**src/rtl/sipo_pkg.sv**
```systemverilog
// Shared definitions for the serial-to-parallel word receiver: default word
// width, counter sizing helper and the holding-register handshake states.
package sipo_pkg;

  localparam int DEFAULT_DATA_WIDTH = 16;

  // Number of bits needed to count from 0 to width-1 (never less than 1).
  function automatic int count_width(input int width);
    return (width > 1) ? $clog2(width) : 1;
  endfunction

  // Holding register is either empty or presenting a word to the consumer.
  typedef enum logic {
    HOLD_EMPTY = 1'b0,
    HOLD_FULL  = 1'b1
  } hold_state_t;

endpackage

```
**src/rtl/sipo_holding_register.sv**
```systemverilog
// Output holding register for the SIPO receiver. Captures each completed word,
// presents it with a valid/ready handshake and raises a sticky overrun flag
// when a completed word arrives while the consumer is still stalled.
module sipo_holding_register
  import sipo_pkg::*;
#(
  parameter int DATA_WIDTH = DEFAULT_DATA_WIDTH
) (
  input  logic                  Clk_In,
  input  logic                  Reset_In,
  input  logic                  Enable_In,
  input  logic                  Complete_In,
  input  logic [DATA_WIDTH-1:0] Word_In,
  input  logic                  Data_Ready_In,
  input  logic                  Clear_Overrun_In,
  output logic [DATA_WIDTH-1:0] Parallel_Data_Out,
  output logic                  Data_Valid_Out,
  output logic                  Overrun_Out
);

  hold_state_t           state_q;
  hold_state_t           state_d;
  logic [DATA_WIDTH-1:0] data_q;
  logic [DATA_WIDTH-1:0] data_d;
  logic                  overrun_q;
  logic                  overrun_d;
  logic                  drop_word;

  // Handshake decisions: load, accept, or drop a completed word; set beats clear on the overrun flag.
  always_comb begin
    state_d   = state_q;
    data_d    = data_q;
    overrun_d = overrun_q;
    drop_word = 1'b0;

    case (state_q)
      HOLD_EMPTY: begin
        if (Complete_In) begin
          data_d  = Word_In;
          state_d = HOLD_FULL;
        end
      end
      HOLD_FULL: begin
        if (Complete_In) begin
          if (Data_Ready_In) begin
            data_d = Word_In;
          end else begin
            drop_word = 1'b1;
          end
        end else if (Data_Ready_In) begin
          state_d = HOLD_EMPTY;
        end
      end
    endcase

    if (Clear_Overrun_In) begin
      overrun_d = 1'b0;
    end
    if (drop_word) begin
      overrun_d = 1'b1;
    end
  end

  // State register: synchronous active-low reset, everything frozen while disabled.
  always_ff @(posedge Clk_In) begin
    if (!Reset_In) begin
      state_q   <= HOLD_EMPTY;
      data_q    <= '0;
      overrun_q <= 1'b0;
    end else if (Enable_In) begin
      state_q   <= state_d;
      data_q    <= data_d;
      overrun_q <= overrun_d;
    end
  end

  assign Parallel_Data_Out = data_q;
  assign Data_Valid_Out    = (state_q == HOLD_FULL);
  assign Overrun_Out       = overrun_q;

endmodule

```
**src/rtl/sipo_word_receiver.sv**
```systemverilog
// Serial-to-parallel word receiver. Collects strobed serial bits into a shift
// register under a bit counter and hands each completed word to the holding
// register, which owns the consumer handshake and overrun detection.
module sipo_word_receiver
  import sipo_pkg::*;
#(
  parameter int DATA_WIDTH = DEFAULT_DATA_WIDTH,
  parameter bit MSB_FIRST  = 1'b1
) (
  input  logic                          Clk_In,
  input  logic                          Reset_In,
  input  logic                          Enable_In,
  input  logic                          Frame_Start_In,
  input  logic                          Shift_Data_Signal_In,
  input  logic                          Serial_Data_In,
  input  logic                          Data_Ready_In,
  input  logic                          Clear_Overrun_In,
  output logic [DATA_WIDTH-1:0]         Parallel_Data_Out,
  output logic                          Data_Valid_Out,
  output logic                          Overrun_Out,
  output logic [$clog2(DATA_WIDTH)-1:0] Bit_Count_Out
);

  localparam int CW = count_width(DATA_WIDTH);
  localparam logic [CW-1:0] LAST_BIT = CW'(DATA_WIDTH - 1);

  logic [DATA_WIDTH-1:0] sreg_q;
  logic [DATA_WIDTH-1:0] shift_base;
  logic [DATA_WIDTH-1:0] shift_value;
  logic [CW-1:0]         count_q;
  logic                  word_complete;

  // Next shift value; a frame start discards the partial word so the new bit shifts into zeros.
  always_comb begin
    shift_base    = Frame_Start_In ? '0 : sreg_q;
    shift_value   = MSB_FIRST ? {shift_base[DATA_WIDTH-2:0], Serial_Data_In}
                              : {Serial_Data_In, shift_base[DATA_WIDTH-1:1]};
    word_complete = Shift_Data_Signal_In && !Frame_Start_In && (count_q == LAST_BIT);
  end

  // Shift register and bit counter; a frame start realigns so a same-cycle bit becomes bit 0.
  always_ff @(posedge Clk_In) begin
    if (!Reset_In) begin
      sreg_q  <= '0;
      count_q <= '0;
    end else if (Enable_In) begin
      if (Frame_Start_In) begin
        sreg_q  <= Shift_Data_Signal_In ? shift_value : '0;
        count_q <= Shift_Data_Signal_In ? CW'(1) : '0;
      end else if (Shift_Data_Signal_In) begin
        sreg_q  <= shift_value;
        count_q <= (count_q == LAST_BIT) ? '0 : count_q + CW'(1);
      end
    end
  end

  sipo_holding_register #(
    .DATA_WIDTH(DATA_WIDTH)
  ) u_holding_register (
    .Clk_In           (Clk_In),
    .Reset_In         (Reset_In),
    .Enable_In        (Enable_In),
    .Complete_In      (word_complete),
    .Word_In          (shift_value),
    .Data_Ready_In    (Data_Ready_In),
    .Clear_Overrun_In (Clear_Overrun_In),
    .Parallel_Data_Out(Parallel_Data_Out),
    .Data_Valid_Out   (Data_Valid_Out),
    .Overrun_Out      (Overrun_Out)
  );

  assign Bit_Count_Out = count_q;

endmodule

```
**config.mk**
```make
export PLATFORM = sky130hd
export DESIGN_NAME = sipo_word_receiver
export DESIGN_NICKNAME = d
export VERILOG_FILES = /design/src/rtl/sipo_pkg.sv /design/src/rtl/sipo_holding_register.sv /design/src/rtl/sipo_word_receiver.sv
export SDC_FILE = /design/constraint.sdc
export NUM_CORES = 1
export LEC_CHECK = 0
export BUFFER_PORTS_ARGS = -buffer_cell sky130_fd_sc_hd__buf_2
export CORE_MARGIN = 2
export CORE_UTILIZATION = 55
export CTS_CLUSTER_SIZE = 14
export DETAILED_ROUTE_END_ITERATION = 10
export PLACE_DENSITY = 0.79
export SLEW_MARGIN = 5
export SYNTH_ARGS = -nofsm -noshare
export SYNTH_HDL_FRONTEND = slang
export SYNTH_SLANG_ARGS = --single-unit
```
**constraint.sdc**
```tcl
create_clock -name Clk_In -period 4.3 [get_ports Clk_In]
set_clock_uncertainty 0.1 [all_clocks]
set_input_delay 0.43 -clock Clk_In [delete_from_list [all_inputs] [get_ports Clk_In]]
set_output_delay 0.43 -clock Clk_In [all_outputs]
set_load 0.01 [all_outputs]
```
==> results.py <==
metrics = {
    "run_status": {
        "status": "complete, no violations",
    },
    "power": {
        "combinationalPowerShare": 0.052,
        "p_leak_nw": 0.657,
        "power_frac_clock": 0.330,
        "peakVddDrop_v": 0.000270,
        "swShare": 0.228,
        "p_seq_frac": 0.618,
        "internal_power_mw": 0.431,
        "power_density_nw_per_um2": 319,
        "power_switching_mw": 0.127,
        "finalPower_mw": 0.558,
    },
    "global_route": {
        "grtUsageTotal": 0.188,
        "grt_max_degree": 54,
        "grt_pass1_vias": 1115,
        "grt_pass1_wl_um": 4820,
        "grt.overflow.total": 0,
        "antenna_found_initial": 0,
    },
    "sta": {
        "worstMarginPinSlew_ns": 0.949,
        "setup_ws_ns": 2.16,
        "hold_viol_final": 0,
        "setup_viol": 0,
        "final.setup.tns_ns": 0,
        "fin_crit_sh": 0.498,
        "rsz0062_at_grt": "false",
        "max_freq_mhz": 467,
        "drv_slew": 0,
        "fin_crit_ns": 2.14,
        "relSlewSlack": 0.365,
    },
    "synthesis": {
        "ys_seq_area_frac": 0.466,
        "syn_inst": 157,
        "synthFlopType": "dfxtp_1",
        "syn-num-nets": 166,
        "async_flop_share": 0,
        "synth_seq_cells": 37,
        "ys_warn_count": 0,
        "synth-edff-count": 0,
        "synth_cell_types": 28,
        "syn_avg_cell_area_um2": 10.1,
        "synth_area_um2": 1590,
    },
    "hold_path": {
        "hold_path_startpoint": "Serial_Data_In",
        "worstHoldPathCells": 3,
        "hp-class": "in -> reg",
        "hold_end": "u_holding_register.Parallel_Data_Out[0]",
    },
    "floorplan": {
        "core_area_um2": 2760,
        "io_pins": 30,
        "die_y_um": 57.8,
        "rows": 19,
        "die_width_um": 57.8,
        "start_util": 0.577,
        "die-area_um2": 3340,
    },
    "final_layout": {
        "nets": 189,
        "layout_common_cells": "dfxtp_1, buf_2, nand2_1",
        "multi_input_area_um2": 766,
        "area_growth_pct": 9.99,
        "fin_util": 0.634,
        "drive_gt1_frac": 0.217,
        "final-seq-area_um2": 741,
        "antenna_cells": 0,
        "final_common_cell": "dfxtp_1",
        "fill_cells": 239,
    },
    "detailed_routing": {
        "drc_errors": 0,
        "wl_per_cell_um": 13.8,
        "dr.pass1.iters": 4,
        "drt_iter0_drc": 58,
        "vias": 1212,
        "ant_nets": 0,
        "drt-vias-per-instance": 5.74,
        "routed_wl_um": 2900,
    },
    "clocking": {
        "cts_resized": 0,
        "cts-root-buf": "clkbuf_4",
        "clkSinkCount": 37,
        "hold_buffers": 0,
        "clk_latency_ns": 0.34,
        "clock_path_buffers": 2,
        "cts_tree": "done",
        "clk_pin_slew_ns": 0.10,
        "h-tree-depth": 2,
        "cts_made_buffers": 5,
        "cts_setup_buffers": 0,
    },
    "setup_path": {
        "ff2ff_path_depth": 4,
        "crit_path_max_fanout": 16,
        "cpPeakStageDelay_ns": 0.79,
        "path_delay_family": "simple AND/OR/NAND/NOR gates",
        "cp_slowest_cell": "nor3_4",
        "worstPathRequired_ns": 4.47,
        "start_kind": "flip-flop",
        "r2r-start": "Bit_Count_Out[0]",
        "setup.worst_path.end_class": "flip-flop",
        "regToRegSetupSlack_ns": 2.16,
        "crit_arrival_ns": 2.31,
        "path_buf_inv": 0,
        "path_cells": "ha_1 > nand4b_4 > nor3_4 > mux2i_1",
        "path_class": "reg -> reg",
        "r2r_end": "u_holding_register.Parallel_Data_Out[2]",
    },
    "run": {
        "cap_violations": 0,
    },
    "placement": {
        "dpl.hpwl_um": 1880,
        "pre_cts_ws_ns": 2.13,
        "portBuffers": 29,
        "gp_congestion": 0.718,
    },
}
-- cell type report --
class / instances / area share
Multi-Input combinational cell: 106 / 0.438
Sequential cell: 37 / 0.423
Timing Repair Buffer: 29 / 0.0830
Clock buffer: 7 / 0.0315
Tap cell: 31 / 0.0222
Inverter: 1 / 0.00215
-- logic make-up after synthesis --
group | count (synthesis) | share of synthesized area
flip-flops | 37 | 0.466
multiplexers | 16 | 0.101
AO/OA/AOI/OAI | 29 | 0.137
AND/OR/NAND/NOR | 60 | 0.236
adder cells (fa/ha/maj) | 1 | 0.00787
buffers and inverters | 14 | 0.0527
-- metal layers --
metal / global-route usage / up-vias / routed length, µm / share of wire
met2: 0.305 / 28 / 1410 / 0.49
met3: 0.0670 / 5 / 150 / 0.052
li1: - / 599 / - / -
met1: 0.230 / 580 / 1300 / 0.45
met5: 0 / - / 0 / 0
met4: 0.0698 / 0 / 40 / 0.014
-- Yosys cell counts, drive strengths merged, types with 2 or more instances --
cell type | number | share of area
o211ai | 2 | 0.0094
buf | 6 | 0.034
nand3b | 15 | 0.071
clkbuf | 7 | 0.017
a22oi | 16 | 0.076
dfxtp | 37 | 0.47
nor2b | 17 | 0.067
a21boi | 3 | 0.014
nand2 | 22 | 0.052
a21oi | 2 | 0.0063
mux2i | 16 | 0.10
-- power by group through the flow --
| stage | combinational, mW | clock [mW] | sequential, mW |
|---|---|---|---|
| 2_1_floorplan | 0.0225 | 0 | 0.353 |
| 3_3_place_gp | 0.0280 | 0 | 0.353 |
| 3_5_place_dp | 0.0285 | 0 | 0.353 |
| 4_1_cts | 0.0287 | 0.190 | 0.345 |
| 5_1_grt | 0.0314 | 0.201 | 0.345 |
| 6_report | 0.0288 | 0.184 | 0.345 |
-- how the worst max path moves through the flow --
stage                                 from                                        to  slack, ns  cells after the start
final                     Bit_Count_Out[0]   u_holding_register.Parallel_Data_Out[2]       2.16                      4
after floorplan           Bit_Count_Out[0]  u_holding_register.Parallel_Data_Out[10]       2.54                      5
after global placement      Frame_Start_In   u_holding_register.Parallel_Data_Out[2]       2.22                      4
after CTS                 Bit_Count_Out[0]   u_holding_register.Parallel_Data_Out[2]       2.11                      4
after global routing      Bit_Count_Out[0]  u_holding_register.Parallel_Data_Out[13]       2.01                      4
after detailed placement    Frame_Start_In   u_holding_register.Parallel_Data_Out[2]       2.13                      4
-- sequential cells by signal (all words and copies together), names as in the netlist --
signal / cells
sreg_q: 15
u_holding_register.Parallel_Data_Out: 16
Bit_Count_Out: 4
u_holding_register.Overrun_Out: 1
u_holding_register.Data_Valid_Out: 1
-- per-stage QoR --
step / hold slack [ns] / cell area, µm² / cells
final: 0.251 / 1750 / 211
after CTS: 0.245 / 1750 / 211
after detailed placement: 0.345 / 1690 / 204
after floorplan: 0.365 / 1590 / 157
after global placement: 0.340 / 1690 / 204
after global routing: 0.262 / 1750 / 211
-- worst register-to-register path: stages, from the launching register on --
cell      delay, ns
dfxtp_1        0.43
ha_1           0.30
nand4b_4       0.16
nor3_4         0.79
mux2i_1        0.29
Power figures use the tool's default switching activity.
